--- src/rtl/rv_pkg.sv ---
`default_nettype none
// ============================================================================
// Package     : rv_pkg
// Description : RV32 core-wide constants and types shared by fetch and decode.
// Revision    : 1.0 - initial release
// ============================================================================
package rv_pkg;

    localparam int XLEN = 32;
    localparam logic [XLEN-1:0] NOP_INST = 32'h0000_0013;

    localparam logic [6:0] OP_LUI    = 7'b0110111;
    localparam logic [6:0] OP_AUIPC  = 7'b0010111;
    localparam logic [6:0] OP_JAL    = 7'b1101111;
    localparam logic [6:0] OP_JALR   = 7'b1100111;
    localparam logic [6:0] OP_BRANCH = 7'b1100011;
    localparam logic [6:0] OP_LOAD   = 7'b0000011;
    localparam logic [6:0] OP_STORE  = 7'b0100011;
    localparam logic [6:0] OP_IMM    = 7'b0010011;
    localparam logic [6:0] OP_REG    = 7'b0110011;

    typedef struct packed {
        logic [XLEN-1:0] pc;
        logic [XLEN-1:0] inst;
    } fetch_entry_t;

    function automatic logic [XLEN-1:0] word_align(input logic [XLEN-1:0] addr);
        return {addr[XLEN-1:2], 2'b00};
    endfunction

endpackage
`default_nettype wire

--- src/rtl/fetch_fifo.sv ---
`default_nettype none
// ============================================================================
// Module      : fetch_fifo
// Description : Shift-register {pc, inst} queue; slot 0 is the registered head.
// Revision    : 1.0 - initial release
// ============================================================================
module fetch_fifo
    import rv_pkg::*;
#(
    parameter int DEPTH = 4
) (
    input  logic                    clk,
    input  logic                    rst,
    input  logic                    i_push,
    input  logic                    i_pop,
    input  logic                    i_flush,
    input  logic [2*XLEN-1:0]       i_data,
    output logic [2*XLEN-1:0]       o_head,
    output logic                    o_valid,
    output logic [$clog2(DEPTH):0]  o_count
);

    localparam int c_cnt_w = $clog2(DEPTH) + 1;

    logic [2*XLEN-1:0]  r_mem [DEPTH];
    logic [2*XLEN-1:0]  w_above [DEPTH];
    logic [c_cnt_w-1:0] r_count;
    logic [c_cnt_w-1:0] w_wr_idx;

    // A simultaneous pop shifts everything down, so the new entry lands one slot lower.
    assign w_wr_idx = i_pop ? r_count - c_cnt_w'(1) : r_count;

    for (genvar gi = 0; gi < DEPTH; gi++) begin : g_above
        if (gi < DEPTH - 1) begin : g_mid
            assign w_above[gi] = r_mem[gi+1];
        end else begin : g_top
            assign w_above[gi] = r_mem[gi];
        end
    end

    always_ff @(posedge clk) begin
        for (int i = 0; i < DEPTH; i++) begin
            if (i_push && w_wr_idx == c_cnt_w'(i)) begin
                r_mem[i] <= i_data;
            end else if (i_pop) begin
                r_mem[i] <= w_above[i];
            end
        end
    end

    always_ff @(posedge clk) begin
        if (rst || i_flush) begin
            r_count <= '0;
        end else begin
            r_count <= r_count + c_cnt_w'(i_push) - c_cnt_w'(i_pop);
        end
    end

    assign o_head  = r_mem[0];
    assign o_valid = (r_count != '0);
    assign o_count = r_count;

    a_no_overflow: assert property (@(posedge clk) disable iff (rst)
        !(i_push && !i_pop && !i_flush && r_count == c_cnt_w'(DEPTH)));
    a_no_underflow: assert property (@(posedge clk) disable iff (rst)
        !(i_pop && r_count == '0));

endmodule
`default_nettype wire

--- src/rtl/fetch_unit.sv ---
`default_nettype none
// ============================================================================
// Module      : fetch_unit
// Description : RV32 instruction fetch: PC, credit-limited imem requests,
//               response queue and redirect flush with stale-response drop.
// Revision    : 1.0 - initial release
// ============================================================================
module fetch_unit
    import rv_pkg::*;
#(
    parameter logic [XLEN-1:0] RESET_PC = 32'h0000_0000,
    parameter int              DEPTH    = 4
) (
    input  logic            clk,
    input  logic            rst,
    output logic            imem_req_valid,
    input  logic            imem_req_ready,
    output logic [XLEN-1:0] imem_req_addr,
    input  logic            imem_rsp_valid,
    input  logic [XLEN-1:0] imem_rsp_data,
    input  logic            redirect,
    input  logic [XLEN-1:0] redirect_pc,
    output logic            inst_valid_o,
    input  logic            inst_ready_i,
    output logic [XLEN-1:0] inst_o,
    output logic [XLEN-1:0] pc_o,
    output logic [XLEN-1:0] pc4_o
);

    localparam int c_cnt_w = $clog2(DEPTH) + 1;

    logic [XLEN-1:0]    r_fetch_pc;
    logic [XLEN-1:0]    r_rsp_pc;
    logic [c_cnt_w-1:0] r_outstanding;
    logic [c_cnt_w-1:0] r_drop_cnt;
    logic [c_cnt_w-1:0] w_count;
    logic [c_cnt_w:0]   w_credit_used;
    logic               w_req_valid;
    logic               w_req_fire;
    logic               w_push;
    logic               w_pop;
    logic               w_inst_valid;
    logic               w_unused_lsbs;
    fetch_entry_t       w_push_entry;
    fetch_entry_t       w_head;

    // Every in-flight request already owns a queue slot, so a push can never overflow.
    assign w_credit_used = {1'b0, r_outstanding} + {1'b0, w_count};
    assign w_req_valid   = !rst && !redirect && (w_credit_used < (c_cnt_w+1)'(DEPTH));
    assign w_req_fire    = w_req_valid && imem_req_ready;
    assign w_push        = imem_rsp_valid && (r_drop_cnt == '0) && !redirect;
    assign w_pop         = w_inst_valid && inst_ready_i;
    assign w_push_entry  = '{pc: r_rsp_pc, inst: imem_rsp_data};
    assign w_unused_lsbs = &{1'b0, redirect_pc[1:0]};

    always_ff @(posedge clk) begin
        if (rst) begin
            r_fetch_pc    <= word_align(RESET_PC);
            r_rsp_pc      <= word_align(RESET_PC);
            r_outstanding <= '0;
            r_drop_cnt    <= '0;
        end else begin
            r_outstanding <= r_outstanding + c_cnt_w'(w_req_fire) - c_cnt_w'(imem_rsp_valid);
            if (redirect) begin
                r_fetch_pc <= word_align(redirect_pc);
                r_rsp_pc   <= word_align(redirect_pc);
                // A response landing this cycle is already discarded, so it is not counted.
                r_drop_cnt <= r_outstanding - c_cnt_w'(imem_rsp_valid);
            end else begin
                if (w_req_fire) begin
                    r_fetch_pc <= r_fetch_pc + 32'd4;
                end
                if (w_push) begin
                    r_rsp_pc <= r_rsp_pc + 32'd4;
                end
                if (imem_rsp_valid && r_drop_cnt != '0) begin
                    r_drop_cnt <= r_drop_cnt - c_cnt_w'(1);
                end
            end
        end
    end

    fetch_fifo #(
        .DEPTH (DEPTH)
    ) u_fifo (
        .clk     (clk),
        .rst     (rst),
        .i_push  (w_push),
        .i_pop   (w_pop),
        .i_flush (redirect),
        .i_data  (w_push_entry),
        .o_head  (w_head),
        .o_valid (w_inst_valid),
        .o_count (w_count)
    );

    assign imem_req_valid = w_req_valid;
    assign imem_req_addr  = r_fetch_pc;
    assign inst_valid_o   = w_inst_valid;
    assign inst_o         = w_inst_valid ? w_head.inst : NOP_INST;
    assign pc_o           = w_inst_valid ? w_head.pc : '0;
    assign pc4_o          = w_inst_valid ? w_head.pc + 32'd4 : 32'd4;

    a_rsp_has_request: assert property (@(posedge clk) disable iff (rst)
        imem_rsp_valid |-> (r_outstanding != '0));
    a_outstanding_cap: assert property (@(posedge clk) disable iff (rst)
        w_req_fire |-> (r_outstanding != c_cnt_w'(DEPTH)));
    a_drop_bounded: assert property (@(posedge clk) disable iff (rst)
        r_drop_cnt <= r_outstanding);

endmodule
`default_nettype wire

--- config.mk ---
export PLATFORM = sky130hd
export DESIGN_NAME = fetch_unit
export DESIGN_NICKNAME = d
export VERILOG_FILES = /design/src/rtl/rv_pkg.sv /design/src/rtl/fetch_fifo.sv /design/src/rtl/fetch_unit.sv
export SDC_FILE = /design/constraint.sdc
export NUM_CORES = 1
export LEC_CHECK = 0
export CAP_MARGIN = 25
export CORE_MARGIN = 4
export CORE_UTILIZATION = 35
export CTS_CLUSTER_DIAMETER = 40
export DETAILED_ROUTE_END_ITERATION = 16
export GPL_TIMING_DRIVEN = 0
export HOLD_SLACK_MARGIN = 0.1
export PLACE_DENSITY = 0.51
export RECOVER_POWER = 50
export SYNTH_ARGS = -nofsm -noshare
export SYNTH_HDL_FRONTEND = slang
export SYNTH_HIERARCHICAL = 1
export SYNTH_SLANG_ARGS = --single-unit
export TNS_END_PERCENT = 50
--- constraint.sdc ---
create_clock -name clk -period 14 [get_ports clk]
set_clock_uncertainty 0.05 [all_clocks]
set_input_delay 2.8 -clock clk [delete_from_list [all_inputs] [get_ports clk]]
set_output_delay 2.8 -clock clk [all_outputs]
set_load 0.05 [all_outputs]
==> impl_metrics.yaml <==
drt:
  wirelength_met1_um: 17900
  dr.first_iter.drc_count: 512
  routed_wl_um: 38400
  met3_length_um: 1850
  ant_nets: 0
  routedWlPerCell_um: 18.2
  drc: 0
  drt-vias-per-instance: 4.81
  topRoutingLayerUsed: "met4"
  vias: 10200
  wl_met2_um: 17800
  first_pass_iters: 5
global_routing:
  grt_antenna_before_repair: 1
  gr-total-overflow: 0
  grt_max_degree: 58
  grt_pass1_wl_um: 59800
  grt_pass1_vias: 10200
  grt_usage: 0.158
worst_setup_path:
  cp_max_fo: 57
  start_kind: "primary input"
  cp.required_ns: 14.03
  max_stage_delay_ns: 2.56
  path_cells: "dlygate4sd3_1 -> clkbuf_1 -> clkbuf_1 -> clkbuf_1 -> nor2_1 -> nor2b_1 -> nand2_1 -> nand2_1 -> clkbuf_1"
  cp_common_cell: "clkbuf_1"
  critical_path.endpoint_type: "register"
  critPathKind: "in -> reg"
  crit_slowest_cell: "clkbuf_1"
  worst_ep_arrival_time_ns: 8.17
sta:
  fin_ws_ns: 5.86
  grt_setup_unrepaired: "no"
  max_slew_margin: -1.39
  period_minus_slack_ns: 8.14
  holdWs_ns: 0.462
  worst_pin_slew_ns: 3.59
  fmax_mhz: 123
  finalSetupViolCount: 0
  drv_slew: 153
  finalHoldViolCount: 0
  setup_tns_ns: 0
  fin_crit_sh: 0.581
final_layout:
  n_antenna_cell: 0
  utilization: 0.459
  final_area_um2: 20300
  fill_cells: 4088
  area_growth_pct: 29.4
  nets: 1562
  final_cells: 2111
  drive_gt1_frac: 0.246
placement:
  dpl.cell_count: 2013
  place_area_um2: 18700
  dp_slack_ns: 6.42
  detailed_place_hpwl_um: 27500
  gp_congestion: 0.828
  portBuffers: 195
clock_tree:
  cts_sinks: 325
  path_clk_slew_ns: 0.05
  cts_tree: "built"
  post_cts_buffers: 0
  cts_buffer_depth: 3
  cts-root-buf: "clkbuf_16"
  ctsHoldBuffers: 0
  clk_latency_ns: 0.58
  ctsResizeCount: 0
  numCtsBuffers: 53
  cts-htree-levels: 2
die:
  die_w_um: 220
  initial_core_util: 0.355
  die_height_um: 220
  dieArea_um2: 48400
  ioPinCount: 200
  rows: 77
  core_area_um2: 44300
synth:
  synthArstFlopShare: 0
  yosysSeqAreaShare: 0.577
  syn_inst: 1208
  synth_seq_cells: 325
  ys_warn_count: 6
  synth_edf_count: 256
  netlist_area_um2: 15700
  ys.flop_type: "edfxtp_1"
  avgSynthCellArea_um2: 13.0
  synth_cell_types: 66
power:
  power.density_nw_per_um2: 148
  switchingPower_mw: 0.825
  leakage_nw: 7.17
  p_int_mw: 2.19
  p_clk_frac: 0.443
  pwr-share-seq: 0.388
  power_mw: 3.01
  pwr-share-comb: 0.169
  vdd_ir_drop_max_uv: 94.1
  switching_share: 0.274
worst_hold_path:
  worstHoldPathType: "reg -> reg"
run:
  maxCapViolCount: 4
outcome:
  status: "complete, but fails checks"
  violations: "max-capacitance violations, max-slew violations"
==> kinds of logic (layout without fill, tap and decap cells) <==
group,Yosys count,count (layout),synth area share
fa+ha+maj,16,16,0.0137
simple gates,335,335,0.119
other cells,1,10,0.000239
buf+inv,150,452,0.0593
compound gates,118,118,0.0532
mux,194,194,0.139
xor+xnor,69,69,0.0389
flops,325,325,0.577
==> power by group through the flow <==
stage,logic (mW),clock network (mW),registers (mW)
global placement,0.513,0,1.19
CTS,0.531,1.37,1.17
detailed placement,0.528,0,1.18
finish,0.508,1.33,1.17
floorplan,0.335,0,1.20
global route,0.548,1.41,1.18
==> flip-flops by register name, summed over array words and instances (netlist names) <==
signal          cells
u_fifo/r_mem      256
r_drop_cnt          3
r_outstanding       3
r_rsp_pc           30
u_fifo/o_count      3
imem_req_addr      30
==> critical path: cells and delay by family <==
family | cells | cell delay (ns)
buf+inv | 5 | 4.17
simple gates | 4 | 1.15
==> placed cells by master (no fill, tap or decap), types with 46 or more instances in the layout <==
master	n
nor2_1	51
dfxtp_1	69
clkbuf_16	54
buf_4	80
edfxtp_1	256
clkdlybuf4s50_1	130
nand2_1	46
dlygate4sd3_1	65
mux2_2	177
and2_1	89
==> Yosys cell counts, types with 10 or more instances <==
master      n  area (µm²)
edfxtp_1  256        7690
mux2_2    177        1990
and2_1     91         569
buf_4      80         601
dfxtp_1    69        1380
nor2_1     51         191
nand2_1    46         173
nand3_1    38         190
xor2_1     36         315
xnor2_1    32         280
nand4_1    31         194
inv_1      26        97.6
clkbuf_1   23        86.3
a21oi_1    19        95.1
a31oi_1    19         119
a211oi_1   16         120
a21boi_0   16         120
mux2_1     15         169
ha_1       14         175
o21ai_0    14        70.1
nor3_1     12        60.1
and3_1     10        62.6
==> layer usage <==
layer  vias up  GRT usage
li1       4937          -
met1      4909      0.215
met2       255      0.254
met3        59     0.0283
met4         0     0.0519
met5         -          0
==> worst paths after layout <==
kind | endpoint | slack (ns) | cells after the start | startpoint
worst max register to register | u_fifo/r_mem[0][96] | 6.81 | 11 | u_fifo/o_count[1]
worst max-delay path | u_fifo/r_mem[0][96] | 5.86 | 9 | redirect
worst min-delay path | u_fifo/r_mem[0][88] | 0.46 | 1 | u_fifo/r_mem[1][24]
worst min register to register | u_fifo/r_mem[0][88] | 0.46 | 1 | u_fifo/r_mem[1][24]
==> cell type report <==
| class | instances | area (µm²) | area share |
|---|---|---|---|
| Buffer | 123 | 823 | 0.0405 |
| Inverter | 27 | 101 | 0.00498 |
| Multi-Input combinational cell | 742 | 5740 | 0.282 |
| Clock buffer | 56 | 1360 | 0.0668 |
| Timing Repair Buffer | 204 | 2030 | 0.0996 |
| Clock inverter | 42 | 484 | 0.0238 |
| Tap cell | 592 | 741 | 0.0364 |
| Sequential cell | 325 | 9070 | 0.446 |
(Power assumes the default switching activity.)
